[src/rtl/control_unit_if.sv]
// Datapath-facing signal bundle of the control unit.
// The master side (the control unit) receives IR, CON, stop and mem_ready,
// and drives every datapath strobe plus the run/illegal status.
interface control_unit_if #(
  parameter int IR_W = 32
);
  logic [IR_W-1:0] IR;
  logic CON, stop, mem_ready;
  // bus source selects
  logic PCout, MDRout, Zhighout, Zlowout, HIout, LOout, Inportout, Cout, BAout;
  // register load enables
  logic PCin, IRin, MARin, MDRin, Yin, Zin, HIin, LOin, CONin, OutPort;
  // register-file select controls
  logic Gra, Grb, Grc, Rin, Rout;
  // one-hot ALU operation
  logic AND, OR, ADD, SUB, MUL, DIV, SHR, SHL, ROR, ROL, NEG, NOT, IncPC;
  // memory strobes and status
  logic read, write, run, illegal;

  modport master (
    input  IR, CON, stop, mem_ready,
    output PCout, MDRout, Zhighout, Zlowout, HIout, LOout, Inportout, Cout, BAout,
    output PCin, IRin, MARin, MDRin, Yin, Zin, HIin, LOin, CONin, OutPort,
    output Gra, Grb, Grc, Rin, Rout,
    output AND, OR, ADD, SUB, MUL, DIV, SHR, SHL, ROR, ROL, NEG, NOT, IncPC,
    output read, write, run, illegal
  );

  modport slave (
    output IR, CON, stop, mem_ready,
    input  PCout, MDRout, Zhighout, Zlowout, HIout, LOout, Inportout, Cout, BAout,
    input  PCin, IRin, MARin, MDRin, Yin, Zin, HIin, LOin, CONin, OutPort,
    input  Gra, Grb, Grc, Rin, Rout,
    input  AND, OR, ADD, SUB, MUL, DIV, SHR, SHL, ROR, ROL, NEG, NOT, IncPC,
    input  read, write, run, illegal
  );
endinterface

[src/rtl/control_unit.sv]
// Moore sequencer for the 32-bit datapath: fetch (T0-T2), decode of IR[31:27]
// on the T2->T3 edge, then per-opcode execute steps T3..T7.
// Optional build macro: CU_MEM_WAIT_EN -- memory steps (T1, ld T6, st T7) hold
// with their strobes asserted until mem_ready is high.
//
// state   | meaning
// --------+------------------------------------------------------------
// S_RESET | clear seen; all strobes low, run low
// S_T0    | fetch: PC to MAR, PC+1 into Z
// S_T1    | fetch: PC update, memory read into MDR
// S_T2    | fetch: MDR to IR; opcode latched on leaving this state
// S_T3-T7 | execute steps, meaning depends on latched opcode
// S_HALT  | stopped; strobes low, run low; left only via clear
module control_unit #(
  parameter int IR_W   = 32,
  parameter int OP_MSB = 31
) (
  input logic clk,
  input logic clear,
  control_unit_if.master cu
);

  typedef enum logic [3:0] {
    S_RESET, S_T0, S_T1, S_T2, S_T3, S_T4, S_T5, S_T6, S_T7, S_HALT
  } state_t;

  typedef enum logic [3:0] {
    F_NONE, F_AND, F_OR, F_ADD, F_SUB, F_MUL, F_DIV,
    F_SHR, F_SHL, F_ROR, F_ROL, F_NEG, F_NOT
  } alu_fn_t;

  localparam logic [4:0] OP_LD     = 5'b00000;
  localparam logic [4:0] OP_LDI    = 5'b00001;
  localparam logic [4:0] OP_ST     = 5'b00010;
  localparam logic [4:0] OP_ADD    = 5'b00011;
  localparam logic [4:0] OP_SUB    = 5'b00100;
  localparam logic [4:0] OP_SHR    = 5'b00101;
  localparam logic [4:0] OP_SHL    = 5'b00110;
  localparam logic [4:0] OP_ROR    = 5'b00111;
  localparam logic [4:0] OP_ROL    = 5'b01000;
  localparam logic [4:0] OP_AND    = 5'b01001;
  localparam logic [4:0] OP_OR     = 5'b01010;
  localparam logic [4:0] OP_ADDI   = 5'b01011;
  localparam logic [4:0] OP_ANDI   = 5'b01100;
  localparam logic [4:0] OP_ORI    = 5'b01101;
  localparam logic [4:0] OP_MUL    = 5'b01110;
  localparam logic [4:0] OP_DIV    = 5'b01111;
  localparam logic [4:0] OP_NEG    = 5'b10000;
  localparam logic [4:0] OP_NOT    = 5'b10001;
  localparam logic [4:0] OP_BR     = 5'b10010;
  localparam logic [4:0] OP_JR     = 5'b10011;
  localparam logic [4:0] OP_JAL    = 5'b10100;
  localparam logic [4:0] OP_IN     = 5'b10101;
  localparam logic [4:0] OP_OUT    = 5'b10110;
  localparam logic [4:0] OP_MFHI   = 5'b10111;
  localparam logic [4:0] OP_MFLO   = 5'b11000;
  localparam logic [4:0] OP_NOP    = 5'b11001;
  localparam logic [4:0] OP_HALT   = 5'b11010;
  localparam logic [4:0] OP_ILL_LO = 5'b11011;

  state_t     state_q, state_d;
  logic [4:0] op_q;
  logic       illegal_q;
  logic [4:0] ir_op;
  logic       mem_step;
  logic       mem_go;
  logic       unused_ok;
  alu_fn_t    alu_fn;

  assign ir_op = cu.IR[OP_MSB -: 5];

`ifdef CU_MEM_WAIT_EN
  assign mem_go    = cu.mem_ready;
  assign unused_ok = ^cu.IR[IR_W-1:0];
`else
  assign mem_go    = 1'b1;
  assign unused_ok = ^{cu.IR[IR_W-1:0], cu.mem_ready};
`endif

  // ALU function selected by an arithmetic/logic opcode
  function automatic alu_fn_t op_fn(input logic [4:0] op);
    case (op)
      OP_ADD, OP_ADDI: op_fn = F_ADD;
      OP_SUB:          op_fn = F_SUB;
      OP_SHR:          op_fn = F_SHR;
      OP_SHL:          op_fn = F_SHL;
      OP_ROR:          op_fn = F_ROR;
      OP_ROL:          op_fn = F_ROL;
      OP_AND, OP_ANDI: op_fn = F_AND;
      OP_OR, OP_ORI:   op_fn = F_OR;
      OP_MUL:          op_fn = F_MUL;
      OP_DIV:          op_fn = F_DIV;
      OP_NEG:          op_fn = F_NEG;
      OP_NOT:          op_fn = F_NOT;
      default:         op_fn = F_NONE;
    endcase
  endfunction

  // Final execute step of each instruction that reaches T3
  function automatic state_t last_step(input logic [4:0] op);
    case (op) inside
      OP_JR, OP_IN, OP_OUT, OP_MFHI, OP_MFLO:  last_step = S_T3;
      OP_JAL, OP_NEG, OP_NOT:                  last_step = S_T4;
      [OP_ADD:OP_ORI], OP_LDI:                 last_step = S_T5;
      OP_MUL, OP_DIV, OP_BR:                   last_step = S_T6;
      OP_LD, OP_ST:                            last_step = S_T7;
      default:                                 last_step = S_T3;
    endcase
  endfunction

  // Following execute step
  function automatic state_t next_t(input state_t s);
    case (s)
      S_T3:    next_t = S_T4;
      S_T4:    next_t = S_T5;
      S_T5:    next_t = S_T6;
      S_T6:    next_t = S_T7;
      default: next_t = S_T0;
    endcase
  endfunction

  // State, latched opcode and sticky illegal flag
  always_ff @(posedge clk) begin
    if (clear) begin
      state_q   <= S_RESET;
      op_q      <= OP_NOP;
      illegal_q <= 1'b0;
    end else begin
      state_q <= state_d;
      if (state_q == S_T2) begin
        op_q <= ir_op;
        if (ir_op >= OP_ILL_LO) illegal_q <= 1'b1;
      end
    end
  end

  // Next-state: fetch, decode dispatch, execute sequencing and memory holds
  always_comb begin
    state_d  = state_q;
    mem_step = 1'b0;
    case (state_q)
      S_RESET: state_d = S_T0;
      S_T0:    state_d = S_T1;
      S_T1: begin
        mem_step = 1'b1;
        state_d  = S_T2;
      end
      S_T2: begin
        if (ir_op == OP_HALT)
          state_d = S_HALT;
        else if (ir_op == OP_NOP || ir_op >= OP_ILL_LO)
          state_d = cu.stop ? S_HALT : S_T0;
        else
          state_d = S_T3;
      end
      S_T3, S_T4, S_T5, S_T6, S_T7: begin
        mem_step = (state_q == S_T6 && op_q == OP_LD) ||
                   (state_q == S_T7 && op_q == OP_ST);
        if (state_q == last_step(op_q))
          state_d = cu.stop ? S_HALT : S_T0;
        else
          state_d = next_t(state_q);
      end
      S_HALT:  state_d = S_HALT;
      default: state_d = S_RESET;
    endcase
    if (mem_step && !mem_go) state_d = state_q;
  end

  // Strobes: decoded from state and latched opcode (CON used only in br T6)
  always_comb begin
    cu.PCout = 1'b0; cu.MDRout = 1'b0; cu.Zhighout = 1'b0; cu.Zlowout = 1'b0;
    cu.HIout = 1'b0; cu.LOout = 1'b0; cu.Inportout = 1'b0; cu.Cout = 1'b0;
    cu.BAout = 1'b0;
    cu.PCin = 1'b0; cu.IRin = 1'b0; cu.MARin = 1'b0; cu.MDRin = 1'b0;
    cu.Yin = 1'b0; cu.Zin = 1'b0; cu.HIin = 1'b0; cu.LOin = 1'b0;
    cu.CONin = 1'b0; cu.OutPort = 1'b0;
    cu.Gra = 1'b0; cu.Grb = 1'b0; cu.Grc = 1'b0; cu.Rin = 1'b0; cu.Rout = 1'b0;
    cu.AND = 1'b0; cu.OR = 1'b0; cu.ADD = 1'b0; cu.SUB = 1'b0; cu.MUL = 1'b0;
    cu.DIV = 1'b0; cu.SHR = 1'b0; cu.SHL = 1'b0; cu.ROR = 1'b0; cu.ROL = 1'b0;
    cu.NEG = 1'b0; cu.NOT = 1'b0; cu.IncPC = 1'b0;
    cu.read = 1'b0; cu.write = 1'b0;
    alu_fn = F_NONE;

    case (state_q)
      S_T0: begin
        cu.PCout = 1'b1; cu.MARin = 1'b1; cu.IncPC = 1'b1; cu.Zin = 1'b1;
      end
      S_T1: begin
        cu.Zlowout = 1'b1; cu.PCin = 1'b1; cu.read = 1'b1; cu.MDRin = 1'b1;
      end
      S_T2: begin
        cu.MDRout = 1'b1; cu.IRin = 1'b1;
      end
      S_T3: begin
        case (op_q) inside
          [OP_ADD:OP_ORI]:      begin cu.Grb = 1'b1; cu.Rout = 1'b1; cu.Yin = 1'b1; end
          OP_MUL, OP_DIV:       begin cu.Gra = 1'b1; cu.Rout = 1'b1; cu.Yin = 1'b1; end
          OP_NEG, OP_NOT: begin
            cu.Grb = 1'b1; cu.Rout = 1'b1; cu.Zin = 1'b1; alu_fn = op_fn(op_q);
          end
          OP_LD, OP_LDI, OP_ST: begin cu.Grb = 1'b1; cu.BAout = 1'b1; cu.Yin = 1'b1; end
          OP_BR:                begin cu.Gra = 1'b1; cu.Rout = 1'b1; cu.CONin = 1'b1; end
          OP_JR:                begin cu.Gra = 1'b1; cu.Rout = 1'b1; cu.PCin = 1'b1; end
          OP_JAL:               begin cu.PCout = 1'b1; cu.Grb = 1'b1; cu.Rin = 1'b1; end
          OP_IN:                begin cu.Inportout = 1'b1; cu.Gra = 1'b1; cu.Rin = 1'b1; end
          OP_OUT:               begin cu.Gra = 1'b1; cu.Rout = 1'b1; cu.OutPort = 1'b1; end
          OP_MFHI:              begin cu.HIout = 1'b1; cu.Gra = 1'b1; cu.Rin = 1'b1; end
          OP_MFLO:              begin cu.LOout = 1'b1; cu.Gra = 1'b1; cu.Rin = 1'b1; end
          default: ;
        endcase
      end
      S_T4: begin
        case (op_q) inside
          [OP_ADD:OP_OR]: begin
            cu.Grc = 1'b1; cu.Rout = 1'b1; cu.Zin = 1'b1; alu_fn = op_fn(op_q);
          end
          [OP_ADDI:OP_ORI]: begin
            cu.Cout = 1'b1; cu.Zin = 1'b1; alu_fn = op_fn(op_q);
          end
          OP_MUL, OP_DIV: begin
            cu.Grb = 1'b1; cu.Rout = 1'b1; cu.Zin = 1'b1; alu_fn = op_fn(op_q);
          end
          OP_NEG, OP_NOT:       begin cu.Zlowout = 1'b1; cu.Gra = 1'b1; cu.Rin = 1'b1; end
          OP_LD, OP_LDI, OP_ST: begin cu.Cout = 1'b1; cu.Zin = 1'b1; alu_fn = F_ADD; end
          OP_BR:                begin cu.PCout = 1'b1; cu.Yin = 1'b1; end
          OP_JAL:               begin cu.Gra = 1'b1; cu.Rout = 1'b1; cu.PCin = 1'b1; end
          default: ;
        endcase
      end
      S_T5: begin
        case (op_q) inside
          [OP_ADD:OP_ORI], OP_LDI: begin cu.Zlowout = 1'b1; cu.Gra = 1'b1; cu.Rin = 1'b1; end
          OP_MUL, OP_DIV:          begin cu.Zlowout = 1'b1; cu.LOin = 1'b1; end
          OP_LD, OP_ST:            begin cu.Zlowout = 1'b1; cu.MARin = 1'b1; end
          OP_BR:                   begin cu.Cout = 1'b1; cu.Zin = 1'b1; alu_fn = F_ADD; end
          default: ;
        endcase
      end
      S_T6: begin
        case (op_q)
          OP_MUL, OP_DIV: begin cu.Zhighout = 1'b1; cu.HIin = 1'b1; end
          OP_LD:          begin cu.read = 1'b1; cu.MDRin = 1'b1; end
          OP_ST:          begin cu.Gra = 1'b1; cu.Rout = 1'b1; cu.MDRin = 1'b1; end
          OP_BR: begin
            // branch taken only when the condition register says so
            if (cu.CON) begin cu.Zlowout = 1'b1; cu.PCin = 1'b1; end
          end
          default: ;
        endcase
      end
      S_T7: begin
        case (op_q)
          OP_LD:   begin cu.MDRout = 1'b1; cu.Gra = 1'b1; cu.Rin = 1'b1; end
          OP_ST:   cu.write = 1'b1;
          default: ;
        endcase
      end
      default: ;
    endcase

    case (alu_fn)
      F_AND:   cu.AND = 1'b1;
      F_OR:    cu.OR  = 1'b1;
      F_ADD:   cu.ADD = 1'b1;
      F_SUB:   cu.SUB = 1'b1;
      F_MUL:   cu.MUL = 1'b1;
      F_DIV:   cu.DIV = 1'b1;
      F_SHR:   cu.SHR = 1'b1;
      F_SHL:   cu.SHL = 1'b1;
      F_ROR:   cu.ROR = 1'b1;
      F_ROL:   cu.ROL = 1'b1;
      F_NEG:   cu.NEG = 1'b1;
      F_NOT:   cu.NOT = 1'b1;
      default: ;
    endcase
  end

  assign cu.run     = (state_q != S_RESET) && (state_q != S_HALT);
  assign cu.illegal = illegal_q;

endmodule

[src/flat_wrapper.sv]
// flat-port wrapper written by rule: the top's interface ports become plain ports
module control_unit_flat 
#(
  parameter int IR_W   = 32,
  parameter int OP_MSB = 31
)
  (clk, clear, cu_IR, cu_CON, cu_stop, cu_mem_ready, cu_PCout, cu_MDRout, cu_Zhighout, cu_Zlowout, cu_HIout, cu_LOout, cu_Inportout, cu_Cout, cu_BAout, cu_PCin, cu_IRin, cu_MARin, cu_MDRin, cu_Yin, cu_Zin, cu_HIin, cu_LOin, cu_CONin, cu_OutPort, cu_Gra, cu_Grb, cu_Grc, cu_Rin, cu_Rout, cu_AND, cu_OR, cu_ADD, cu_SUB, cu_MUL, cu_DIV, cu_SHR, cu_SHL, cu_ROR, cu_ROL, cu_NEG, cu_NOT, cu_IncPC, cu_read, cu_write, cu_run, cu_illegal);
  control_unit_if #(.IR_W(IR_W)) cu_i ();
  input logic clk;
  input logic clear;
  input wire logic [$bits(cu_i.IR)-1:0] cu_IR;
  input wire logic [$bits(cu_i.CON)-1:0] cu_CON;
  input wire logic [$bits(cu_i.stop)-1:0] cu_stop;
  input wire logic [$bits(cu_i.mem_ready)-1:0] cu_mem_ready;
  output wire logic [$bits(cu_i.PCout)-1:0] cu_PCout;
  output wire logic [$bits(cu_i.MDRout)-1:0] cu_MDRout;
  output wire logic [$bits(cu_i.Zhighout)-1:0] cu_Zhighout;
  output wire logic [$bits(cu_i.Zlowout)-1:0] cu_Zlowout;
  output wire logic [$bits(cu_i.HIout)-1:0] cu_HIout;
  output wire logic [$bits(cu_i.LOout)-1:0] cu_LOout;
  output wire logic [$bits(cu_i.Inportout)-1:0] cu_Inportout;
  output wire logic [$bits(cu_i.Cout)-1:0] cu_Cout;
  output wire logic [$bits(cu_i.BAout)-1:0] cu_BAout;
  output wire logic [$bits(cu_i.PCin)-1:0] cu_PCin;
  output wire logic [$bits(cu_i.IRin)-1:0] cu_IRin;
  output wire logic [$bits(cu_i.MARin)-1:0] cu_MARin;
  output wire logic [$bits(cu_i.MDRin)-1:0] cu_MDRin;
  output wire logic [$bits(cu_i.Yin)-1:0] cu_Yin;
  output wire logic [$bits(cu_i.Zin)-1:0] cu_Zin;
  output wire logic [$bits(cu_i.HIin)-1:0] cu_HIin;
  output wire logic [$bits(cu_i.LOin)-1:0] cu_LOin;
  output wire logic [$bits(cu_i.CONin)-1:0] cu_CONin;
  output wire logic [$bits(cu_i.OutPort)-1:0] cu_OutPort;
  output wire logic [$bits(cu_i.Gra)-1:0] cu_Gra;
  output wire logic [$bits(cu_i.Grb)-1:0] cu_Grb;
  output wire logic [$bits(cu_i.Grc)-1:0] cu_Grc;
  output wire logic [$bits(cu_i.Rin)-1:0] cu_Rin;
  output wire logic [$bits(cu_i.Rout)-1:0] cu_Rout;
  output wire logic [$bits(cu_i.AND)-1:0] cu_AND;
  output wire logic [$bits(cu_i.OR)-1:0] cu_OR;
  output wire logic [$bits(cu_i.ADD)-1:0] cu_ADD;
  output wire logic [$bits(cu_i.SUB)-1:0] cu_SUB;
  output wire logic [$bits(cu_i.MUL)-1:0] cu_MUL;
  output wire logic [$bits(cu_i.DIV)-1:0] cu_DIV;
  output wire logic [$bits(cu_i.SHR)-1:0] cu_SHR;
  output wire logic [$bits(cu_i.SHL)-1:0] cu_SHL;
  output wire logic [$bits(cu_i.ROR)-1:0] cu_ROR;
  output wire logic [$bits(cu_i.ROL)-1:0] cu_ROL;
  output wire logic [$bits(cu_i.NEG)-1:0] cu_NEG;
  output wire logic [$bits(cu_i.NOT)-1:0] cu_NOT;
  output wire logic [$bits(cu_i.IncPC)-1:0] cu_IncPC;
  output wire logic [$bits(cu_i.read)-1:0] cu_read;
  output wire logic [$bits(cu_i.write)-1:0] cu_write;
  output wire logic [$bits(cu_i.run)-1:0] cu_run;
  output wire logic [$bits(cu_i.illegal)-1:0] cu_illegal;
  assign cu_i.IR = cu_IR;
  assign cu_i.CON = cu_CON;
  assign cu_i.stop = cu_stop;
  assign cu_i.mem_ready = cu_mem_ready;
  assign cu_PCout = cu_i.PCout;
  assign cu_MDRout = cu_i.MDRout;
  assign cu_Zhighout = cu_i.Zhighout;
  assign cu_Zlowout = cu_i.Zlowout;
  assign cu_HIout = cu_i.HIout;
  assign cu_LOout = cu_i.LOout;
  assign cu_Inportout = cu_i.Inportout;
  assign cu_Cout = cu_i.Cout;
  assign cu_BAout = cu_i.BAout;
  assign cu_PCin = cu_i.PCin;
  assign cu_IRin = cu_i.IRin;
  assign cu_MARin = cu_i.MARin;
  assign cu_MDRin = cu_i.MDRin;
  assign cu_Yin = cu_i.Yin;
  assign cu_Zin = cu_i.Zin;
  assign cu_HIin = cu_i.HIin;
  assign cu_LOin = cu_i.LOin;
  assign cu_CONin = cu_i.CONin;
  assign cu_OutPort = cu_i.OutPort;
  assign cu_Gra = cu_i.Gra;
  assign cu_Grb = cu_i.Grb;
  assign cu_Grc = cu_i.Grc;
  assign cu_Rin = cu_i.Rin;
  assign cu_Rout = cu_i.Rout;
  assign cu_AND = cu_i.AND;
  assign cu_OR = cu_i.OR;
  assign cu_ADD = cu_i.ADD;
  assign cu_SUB = cu_i.SUB;
  assign cu_MUL = cu_i.MUL;
  assign cu_DIV = cu_i.DIV;
  assign cu_SHR = cu_i.SHR;
  assign cu_SHL = cu_i.SHL;
  assign cu_ROR = cu_i.ROR;
  assign cu_ROL = cu_i.ROL;
  assign cu_NEG = cu_i.NEG;
  assign cu_NOT = cu_i.NOT;
  assign cu_IncPC = cu_i.IncPC;
  assign cu_read = cu_i.read;
  assign cu_write = cu_i.write;
  assign cu_run = cu_i.run;
  assign cu_illegal = cu_i.illegal;
  control_unit #(.IR_W(IR_W), .OP_MSB(OP_MSB)) u_core (.clk(clk), .clear(clear), .cu(cu_i));
endmodule
[config.mk]
export PLATFORM = sky130hd
export DESIGN_NAME = control_unit_flat
export DESIGN_NICKNAME = d
export VERILOG_FILES = /design/src/rtl/control_unit_if.sv /design/src/rtl/control_unit.sv /design/src/flat_wrapper.sv
export SDC_FILE = /design/constraint.sdc
export NUM_CORES = 1
export LEC_CHECK = 0
export ABC_CLOCK_PERIOD_IN_PS = 6200
export CORE_ASPECT_RATIO = 0.7
export CORE_MARGIN = 2
export CORE_UTILIZATION = 46
export DETAILED_ROUTE_END_ITERATION = 16
export GPL_TIMING_DRIVEN = 0
export HOLD_SLACK_MARGIN = 0.1
export PLACE_DENSITY = 0.92
export SLEW_MARGIN = 20
export SYNTH_ARGS = -nofsm -noshare
export SYNTH_HDL_FRONTEND = slang
export SYNTH_SLANG_ARGS = --single-unit
[constraint.sdc]
create_clock -name clk -period 6.2 [get_ports clk]
set_input_delay 1.24 -clock clk [delete_from_list [all_inputs] [get_ports clk]]
set_output_delay 1.24 -clock clk [all_outputs]
set_load 0.1 [all_outputs]
# Word level (Yosys, flattened, before mapping)
# Memories as Yosys holds them, arrays and structs flattened. A register that Yosys moved wholly into a read port is not among the register bits.
# Cells that the tools add are included.
dict set report totals {
  regBits 10
  mem_bits_ro 512
  in_bits 37
  output_inout_bits 41
  memories 4
}
dict set report op_classes {
  n_lt_le_gt_ge 5
  eq_ne 38
  n_mux 204
  n_reduce_logical 18
}
# name depth width rd rd_clocked_by_memory_dff write_ports line
set memory_table {}
lappend memory_table {{(name not given)} 32 4 1 1 0 control_unit.sv:82} ;# case (op)
lappend memory_table {{(name not given)} 32 4 1 1 0 control_unit.sv:82}
lappend memory_table {{(name not given)} 32 4 1 1 0 control_unit.sv:82}
lappend memory_table {{(name not given)} 32 4 1 1 0 control_unit.sv:82}
# cell n
set ops {}
lappend ops {{1-bit 2-to-1 mux} 157}
lappend ops {{4-bit 2-to-1 mux} 20}
lappend ops {{5-bit equality test (second input constant)} 11}
lappend ops {{5-bit 2-to-1 mux} 8}
lappend ops {{4-bit by 3-bit equality test with 1-bit output (second input constant)} 8}
lappend ops {{4-bit equality test (second input constant)} 7}
lappend ops {{4-bit one-hot mux with 6 select lines} 1}
lappend ops {{4-bit by 2-bit equality test with 1-bit output (second input constant)} 4}
lappend ops {{1-bit one-hot mux with 4 select lines} 4}
lappend ops {{4-bit one-hot mux with 4 select lines} 1}
lappend ops {{1-bit one-hot mux with 2 select lines} 7}
lappend ops {{4-bit one-hot mux with 3 select lines} 1}
lappend ops {{5-bit by 4-bit equality test with 1-bit output (second input constant)} 2}
lappend ops {{5-bit by 4-bit <= comparator with 1-bit output (second input constant)} 2}
lappend ops {{5-bit OR reduction} 2}
lappend ops {{3-bit OR reduction} 3}
lappend ops {{4-bit by 1-bit equality test with 1-bit output (second input constant)} 2}
lappend ops {{2-bit OR reduction} 4}
lappend ops {{1-bit one-hot mux with 3 select lines} 2}
lappend ops {{5-bit by 1-bit equality test with 1-bit output (second input constant)} 1}
lappend ops {{5-bit by 2-bit equality test with 1-bit output (second input constant)} 1}
lappend ops {{5-bit by 2-bit >= comparator with 1-bit output (second input constant)} 1}
lappend ops {{5-bit by 4-bit >= comparator with 1-bit output (second input constant)} 1}
lappend ops {{5-bit >= comparator (second input constant)} 1}
lappend ops {{other kinds (10)} 14}

# Longest topological paths before layout
# Gate-level depths: netlist of run 1.
dict set report depth {
  word_depth 13
  mapped_depth 7
  ltp_nobuf 6
}

# Least setup slack after synthesis of run 1
# OpenSTA, ideal clock, no wires.
dict set report synth_path {
  kind {reg2out}
  from {register u_core.state_q[1]}
  to {output port cu_BAout}
  t_arrival_ns 4.120
  required_ns 4.960
  path_slack_ns 0.840
  stages_incl_launch_ff 4
  cell_sequence {dfxtp_1 -> or4b_1 -> buf_2 -> nor4b_1}
}
dict set report synth_between {
  elab_chain_len 2
}
# item line
set synth_rtl {}
lappend synth_rtl {{start: declaration} control_unit.sv:61} ;# state_t state_q, state_d;
lappend synth_rtl {{start signal: assignment} control_unit.sv:129} ;# state_q <= state_d;
lappend synth_rtl {{4-bit by 3-bit equality test with 1-bit output} n/a}
lappend synth_rtl {{1-bit 2-to-1 mux} control_unit.sv:185} ;# case (state_q)
lappend synth_rtl {{end: declaration} flat_wrapper.sv:23} ;# output wire logic [$bits(cu_i.BAout)-1:0] cu_BAout;
# Every way passes these cells.

# Worst setup path in the final report of run 1
dict set report layout_path {
  from {register u_core.state_q[2]}
  to {output port cu_Inportout}
}
dict set report layout_between {
  elab_chain_len 2
}
# item line
set layout_rtl {}
lappend layout_rtl {{4-bit by 3-bit equality test with 1-bit output} n/a}
lappend layout_rtl {{1-bit 2-to-1 mux} control_unit.sv:185}
lappend layout_rtl {{end: declaration} flat_wrapper.sv:21} ;# output wire logic [$bits(cu_i.Inportout)-1:0] cu_Inportout;
# Every way passes these cells.

==> results.md, run 1 <==
- R2R Path Start: u_core.state_q[0]
- Synth cell types: 56
- Flop and latch count out of synthesis: 14
- Setup CP Type: flop to output port
- PD cells: roughly 200 nW/um2
- Remaining Overflow, GRT: 0
- Buf/Inv on CP: 2
- Status: complete, no violations
- CTS Buffer Depth: 2
- Largest net degree at the start of global routing: 11
- Remaining DRCs: 0
- Number of synthesized flops with an enable pin: 0
- CTS Hold Bufs: 0
- Sink Count: 14
- Ant diodes: 0
- Proportion of layout cells with a drive suffix above 1: 6.349%
- Area delta synth->final: 34.21%
- Placed insts: around 360
- Vias per cell: around 6.2
- FFs w/ async S/R, synth: 0%
- CTS tree: yes
- Mean Syn Cell Area: roughly 6.5 um2
- P_int: ~220 uW
- Synth Flop Type: dfxtp_1
- Net Count, Synth: 301
- PostCTS Resize Cnt: 0
- Die height: ~55 um
- Initial DRC count: 276
- H-tree depth: 1
- Gate Count Post-Synth: 264
- # Post-CTS Setup Buffers: 0
- Crit path DAT: about 3.4 ns
- Final Cycle Share: 74.19%
- WHS Path Cells: 2
- Crit-path max cell delay: 1.18 ns
- Final number of setup-violating endpoints: 0
- Initial antenna violation count: 0
- Vias post-DR: ~2.3k
- Psw: ~230 uW
- Clk pin slew, worst setup/hold paths: roughly 0.06 ns
- Minimum clock period: about 4.6 ns
- Routed WL: between 5 and 6 mm
- Slew HR: between 30% and 40%
- HPWL Detailed: about 4.5 mm
- Slew @ Worst Pin: around 0.99 ns
- Layout fillers: 336
- Slowest cell on the critical path: clkdlybuf4s50_1
- Pre-CTS setup slack: 1.694 ns
- Average wire per standard cell: 16.11 um
- Req. time, crit path: between 4 and 5 ns
- Fin Clk Skew: 0.003029 ns
- Non-Filler Instances: 365
- Setup tns final: 0 ns
- CP endpoint kind: output port
- Worst min path class: flop to flop
- # rows: 18
- Max Cap Viol: 0
- Switching Fraction: ~50%
- Buffers added on ports: 47
- Min-delay src: u_core.cu.illegal
- Synth Cell Area: 1719 um2
- Setup ws final: approximately 1.6 ns
- Hold Path End: u_core.cu.illegal
- VDD IR max: 0.1836 mV
- Fin nets: 353
- Die extent in x: 77.07 um
- Critical Path Source Type: flop
- # IOs: approximately 80
- Initial core utilization: 48.31%
- Crit path from: u_core.state_q[2]
- RSZ-0062 raised after global routing: no
- CP max FO: 10
- Gate power share: 56.2%
- Clk Latency, worst-skew pair: 0.25 ns
- Clk network pwr share: 20.2%
- CP Cell Sequence: clkbuf_1 -> nand2b_1 -> nor3_1 -> nand3_1 -> nor3b_1 -> clkdlybuf4s50_1
- R2R depth: 5
- Final Hold Fails: 0
- Reg2Reg Setup Slack: 3.96 ns
- Final Power: 452.5 uW
- Seq/Total Area, Yosys: approximately 16%
- Fin. max-slew vios: 0
- Warnings, synthesis: 0
- Die area: 4250 um2
- Max frequency: 0.2174 GHz
- Sequential power share: 23.7%
- First-pass DRT Iterations: 6
- CTS Root Cell: clkbuf_8
- Clock buffer count from CTS: 3
- GP Congestion: 0.9877
- Gr usage total: 27.45%
- Worst path top cell family by delay: buffers and inverters
- Core ar.: 3558 um2
- Vias in the first global route: 1937
- Antenna Nets Post-Route: 0
- First-pass GRT wire length: a little over 9 mm
- Leakage: slightly below 0.8 nW
-- layer usage --
metal	track usage, %	routed length (um)	vias up
met4	9.524	144	0
met5	0	0	-
met1	35.84	2441	1019
li1	-	-	1067
met2	46.35	2520	175
met3	5.844	773	19
-- power groups by stage --
| stage | Sequential [mW] | Clock (mW) | Combinational [mW] |
|---|---|---|---|
| 6_report | 0.107 | 0.0912 | 0.254 |
| 5_1_grt | 0.108 | 0.0966 | 0.267 |
| 4_1_cts | 0.107 | 0.0906 | 0.250 |
| 3_5_place_dp | 0.109 | 0 | 0.249 |
| 3_3_place_gp | 0.109 | 0 | 0.246 |
| 2_1_floorplan | 0.107 | 0 | 0.194 |
-- cell type report --
| type | count | area, um2 | area share (%) |
|---|---|---|---|
| buffer | 24 | 100.1 | 4.338 |
| clock buffer | 4 | 55.05 | 2.386 |
| inverter | 6 | 22.52 | 0.9761 |
| multi-input combinational | 220 | 1316 | 57.05 |
| sequential | 14 | 280.3 | 12.15 |
| tap | 50 | 62.56 | 2.712 |
| timing repair buffer | 47 | 470.5 | 20.39 |
-- worst reg2reg max path: cells and delay by family, from the launching register on --
family,cells,cell delay [ns]
compound gates,2,0.70
buf+inv,2,0.57
flops,1,0.49
simple gates,1,0.33
-- cells in the mapped netlist, drive strengths merged, types with 2 or more instances --
cell     number  area share (%)
o2111ai       2             1.0
or2           3             1.1
nand3        10             2.9
o21ai        11             3.2
xor2          5             2.5
nor2b         3             1.1
and2          2            0.73
buf          12             3.2
a311oi        2             1.0
nor3b         3             1.3
nor4b         2             1.0
nand2b        9             3.3
nand4bb       3             2.0
inv           6             1.3
mux2i         4             2.3
a211oi        2            0.87
dfxtp        14              16
o31ai         6             2.6
o211ai        5             2.2
nand2        29             6.5
nor2         37             8.1
or4b          2             1.2
a21o          2            0.87
o21bai        2            0.87
nand4         4             1.5
and3          4             1.5
a21oi        11             3.2
clkbuf       12             2.6
or3           4             1.7
nand3b        5             2.2
a31oi         6             2.2
o22ai         7             3.3
nor3         17             4.9
nand4b        2             1.0
-- cells by family after synthesis --
group	Yosys count	synth area share, %
simple gates	142	43.23
compound gates	66	26.71
buf+inv	30	7.132
flops	14	16.30
xor+xnor	6	3.057
mux	5	2.984
fa+ha+maj	1	0.5823
-- how the worst max path moves through the flow --
stage          cells after the start      endpoint
2_1_floorplan                      3      cu_BAout
3_5_place_dp                       6    cu_Zlowout
5_1_grt                            7    cu_Zlowout
3_3_place_gp                       6    cu_Zlowout
4_1_cts                            6  cu_Inportout
6_report                           6  cu_Inportout
-- placed cells by master (no fill, tap or decap), types with 9 or more instances in the layout --
| cell type | instances |
|---|---|
| nor3_1 | 17 |
| nand2_1 | 28 |
| a21oi_1 | 11 |
| nand3_1 | 10 |
| clkdlybuf4s50_1 | 47 |
| o21ai_0 | 11 |
| clkbuf_1 | 12 |
| nor2_1 | 37 |
| dfxtp_1 | 14 |
| nand2b_1 | 9 |
-- through the flow --
step | hold WS, ns | area (um2) | util [%]
floorplan | 0.6335 | 1719 | -
CTS | 0.4742 | 2307 | 64.84
detailed placement | 0.4655 | 2252 | 63.29
finish | 0.4707 | 2307 | 64.84
global route | 0.5317 | 2307 | 64.84
global placement | 0.4590 | 2252 | 63.29
Power figures use the tool's default switching activity.
==> run 2: changes to the inputs <==
ABC_CLOCK_PERIOD_IN_PS = 4500   (was 6200)
CORE_UTILIZATION = 42   (was 46)
PLACE_DENSITY = 0.85   (was 0.92)
clock period = 4.5 ns   (was 6.2 ns; I/O delays follow)
==> run 2 against run 1 <==
Net effect: power is 32% higher; sequential share of layout area hardly changed; final cell count is 0.27% higher; sequential cell count stayed put; cell area hardly changed; worst hold slack better by 0.028 ns; setup slack worse by 1.3 ns; critical path depth stayed put; highest routed layer unchanged.
==> results.md, run 2 (same netlist as run 1, synthesis figures left out) <==
- Top layer in use: met4
- Max frequency: between 0.2 and 0.25 GHz
- Final Hold Fails: 0 (unchanged)
- Clk Latency, worst-skew pair: 0.25 ns (about the same)
- Largest net degree at the start of global routing: 11 (unchanged)
- Crit-path max cell delay: 1.16 ns (-0.02 ns)
- Final Cycle Share: 93.12%
- Final Power: 599.0 uW (+32%)
- Routed WL: 5.803 mm (-1.3%)
- Max Cap Viol: 0 (unchanged)
- CTS Hold Bufs: 0 (unchanged)
- M1 WL: 2.700 mm (+11%)
- Vias in the first global route: 1872 (-3.4%)
- Fin. max-slew vios: 0 (unchanged)
- Area delta synth->final: 34.28% (about the same)
- First-pass DRT Iterations: 5 (-1)
- Buffers added on ports: 47 (unchanged)
- Clk pin slew, worst setup/hold paths: 0.06 ns (about the same)
- # IOs: 78 (unchanged)
- Fin Clk Skew: 0.006463 ns (+0.003434 ns)
- WHS Path Cells: 2 (unchanged)
- Initial core utilization: 43.83% (-4.5 points)
- Vias per cell: 6.109 (-2.2%)
- Remaining DRCs: 0 (unchanged)
- Worst min path class: flop to flop
- CTS tree: yes
- Fin nets: 353 (unchanged)
- Final number of setup-violating endpoints: 0 (unchanged)
- HPWL Detailed: 4.522 mm (+0.78%)
- PostCTS Resize Cnt: 0 (unchanged)
- CP max FO: 8 (-2)
- Leakage: 0.7782 nW (-0.89%)
- Antenna Nets Post-Route: 0 (unchanged)
- First-pass GRT wire length: 9.190 mm (+0.22%)
- Initial antenna violation count: 0 (unchanged)
- Setup CP Type: flop to output port
- Core ar.: 3923 um2 (+10%)
- Remaining Overflow, GRT: 0 (unchanged)
- Sink Count: 14 (unchanged)
- Clock buffer count from CTS: 3 (unchanged)
- # rows: 19 (+1)
- Slowest cell on the critical path: clkdlybuf4s50_1
- DR WL met2: 2.351 mm (-6.7%)
- Slew @ Worst Pin: 0.9841 ns (-0.009690 ns)
- H-tree depth: 1 (unchanged)
- Minimum clock period: 4.190 ns
- Setup tns final: 0 ns (unchanged)
- Commonest non-fill, non-tap cell in the layout: clkdlybuf4s50_1
- Routed wl met3: 663 um (-14%)
- PD cells: 259.5 nW/um2 (+32%)
- Average wire per standard cell: 15.86 um (-1.6%)
- Vias post-DR: 2236 (-1.9%)
- CP endpoint kind: output port
- Ant diodes: 0 (unchanged)
- Die extent in x: 80.47 um (+4.4%)
- CTS Buffer Depth: 2 (unchanged)
- Layout fillers: 383 (+14%)
- RSZ-0062 raised after global routing: no
- # Post-CTS Setup Buffers: 0 (unchanged)
- Die height: 57.53 um (+4.3%)
- Initial DRC count: 312 (+13%)
- Die area: 4629 um2 (+8.9%)
- Gr usage total: 25.08% (-2.4 points)
- VDD IR max: 0.1798 mV (-2.1%)
- CTS Root Cell: clkbuf_8
- Crit path DAT: 3.29 ns (-0.07 ns)
- Proportion of layout cells with a drive suffix above 1: 6.688% (+0.34 points)
- R2R depth: 6 (+1)
- Req. time, crit path: 3.60 ns (-1.36 ns)
- GP Congestion: 0.9751 (-1.3%)
- Slew HR: 34.18% (+0.65 points)
- Status: complete, no violations
- Commonest cells after routing, fill and taps aside: 47 x clkdlybuf4s50_1, 37 x nor2_1, 28 x nand2_1, 17 x nor3_1, 14 x dfxtp_1
- CP Cell Sequence: or4b_1 -> buf_2 -> o21ai_0 -> nand3b_1 -> nor2_1 -> clkdlybuf4s50_1
- Critical Path Source Type: flop
[run 2: cell count changes in the layout (fill, tap and decap cells not counted), sizes merged]
| cell | delta |
|---|---|
| clkbuf | -1 |
[run 2: through the flow]
stage	utilization, %	hold slack (ns)	area, um2	instances	setup WS, ns
after floorplan	-	0.6335	1732	264	0.02135
after global placement	57.80	0.4526	2267	363	0.6425
after detailed placement	57.80	0.4811	2267	363	0.5772
after CTS	58.85	0.5011	2308	366	0.3174
after global routing	58.85	0.5399	2308	366	0.1496
final	58.85	0.4982	2308	366	0.3096
[run 2: layer usage]
metal,GRT usage (%),vias up
met4,8.959,0
met5,0,-
met3,1.899,14
met1,40.42,1012
li1,-,1063
met2,34.17,147
[run 2: final timing paths]
| path | from | to | slack [ns] |
|---|---|---|---|
| worst max-delay path | u_core.state_q[1] | cu_ROL | 0.31 |
| worst min-delay path | u_core.cu.illegal | u_core.cu.illegal | 0.50 |
| worst max register to register | u_core.op_q[2] | flop | 2.40 |
| worst min register to register | u_core.cu.illegal | u_core.cu.illegal | 0.50 |
[run 2: worst max-delay path: cells and delay by family (launching register included)]
kind,cells,cell delay [ns]
compound gates,1,0.40
buf+inv,2,1.37
flops,1,0.37
simple gates,3,0.90
[run 2: final cells by class]
class / count / area (um2) / area share, %
multi-input cells: 220 / 1329 / 57.56
repair buffers: 47 / 470.5 / 20.38
flip-flops and latches: 14 / 280.3 / 12.14
plain buffers: 24 / 100.1 / 4.336
well taps: 52 / 65.06 / 2.818
clock buffers: 3 / 41.29 / 1.789
inverters: 6 / 22.52 / 0.9756
[run 2: report_power, final]
part / internal (mW) / switching (mW)
clock network: 0.0591 / 0.0419
logic: 0.0926 / 0.257
registers: 0.135 / 0.0135
total: 0.286 / 0.313
==> run 3: changes to the inputs <==
SLEW_MARGIN = not set   (was 20)
==> results of run 3 <==
Same layout as run 2: the final DEF is identical, and so are final timing and power.
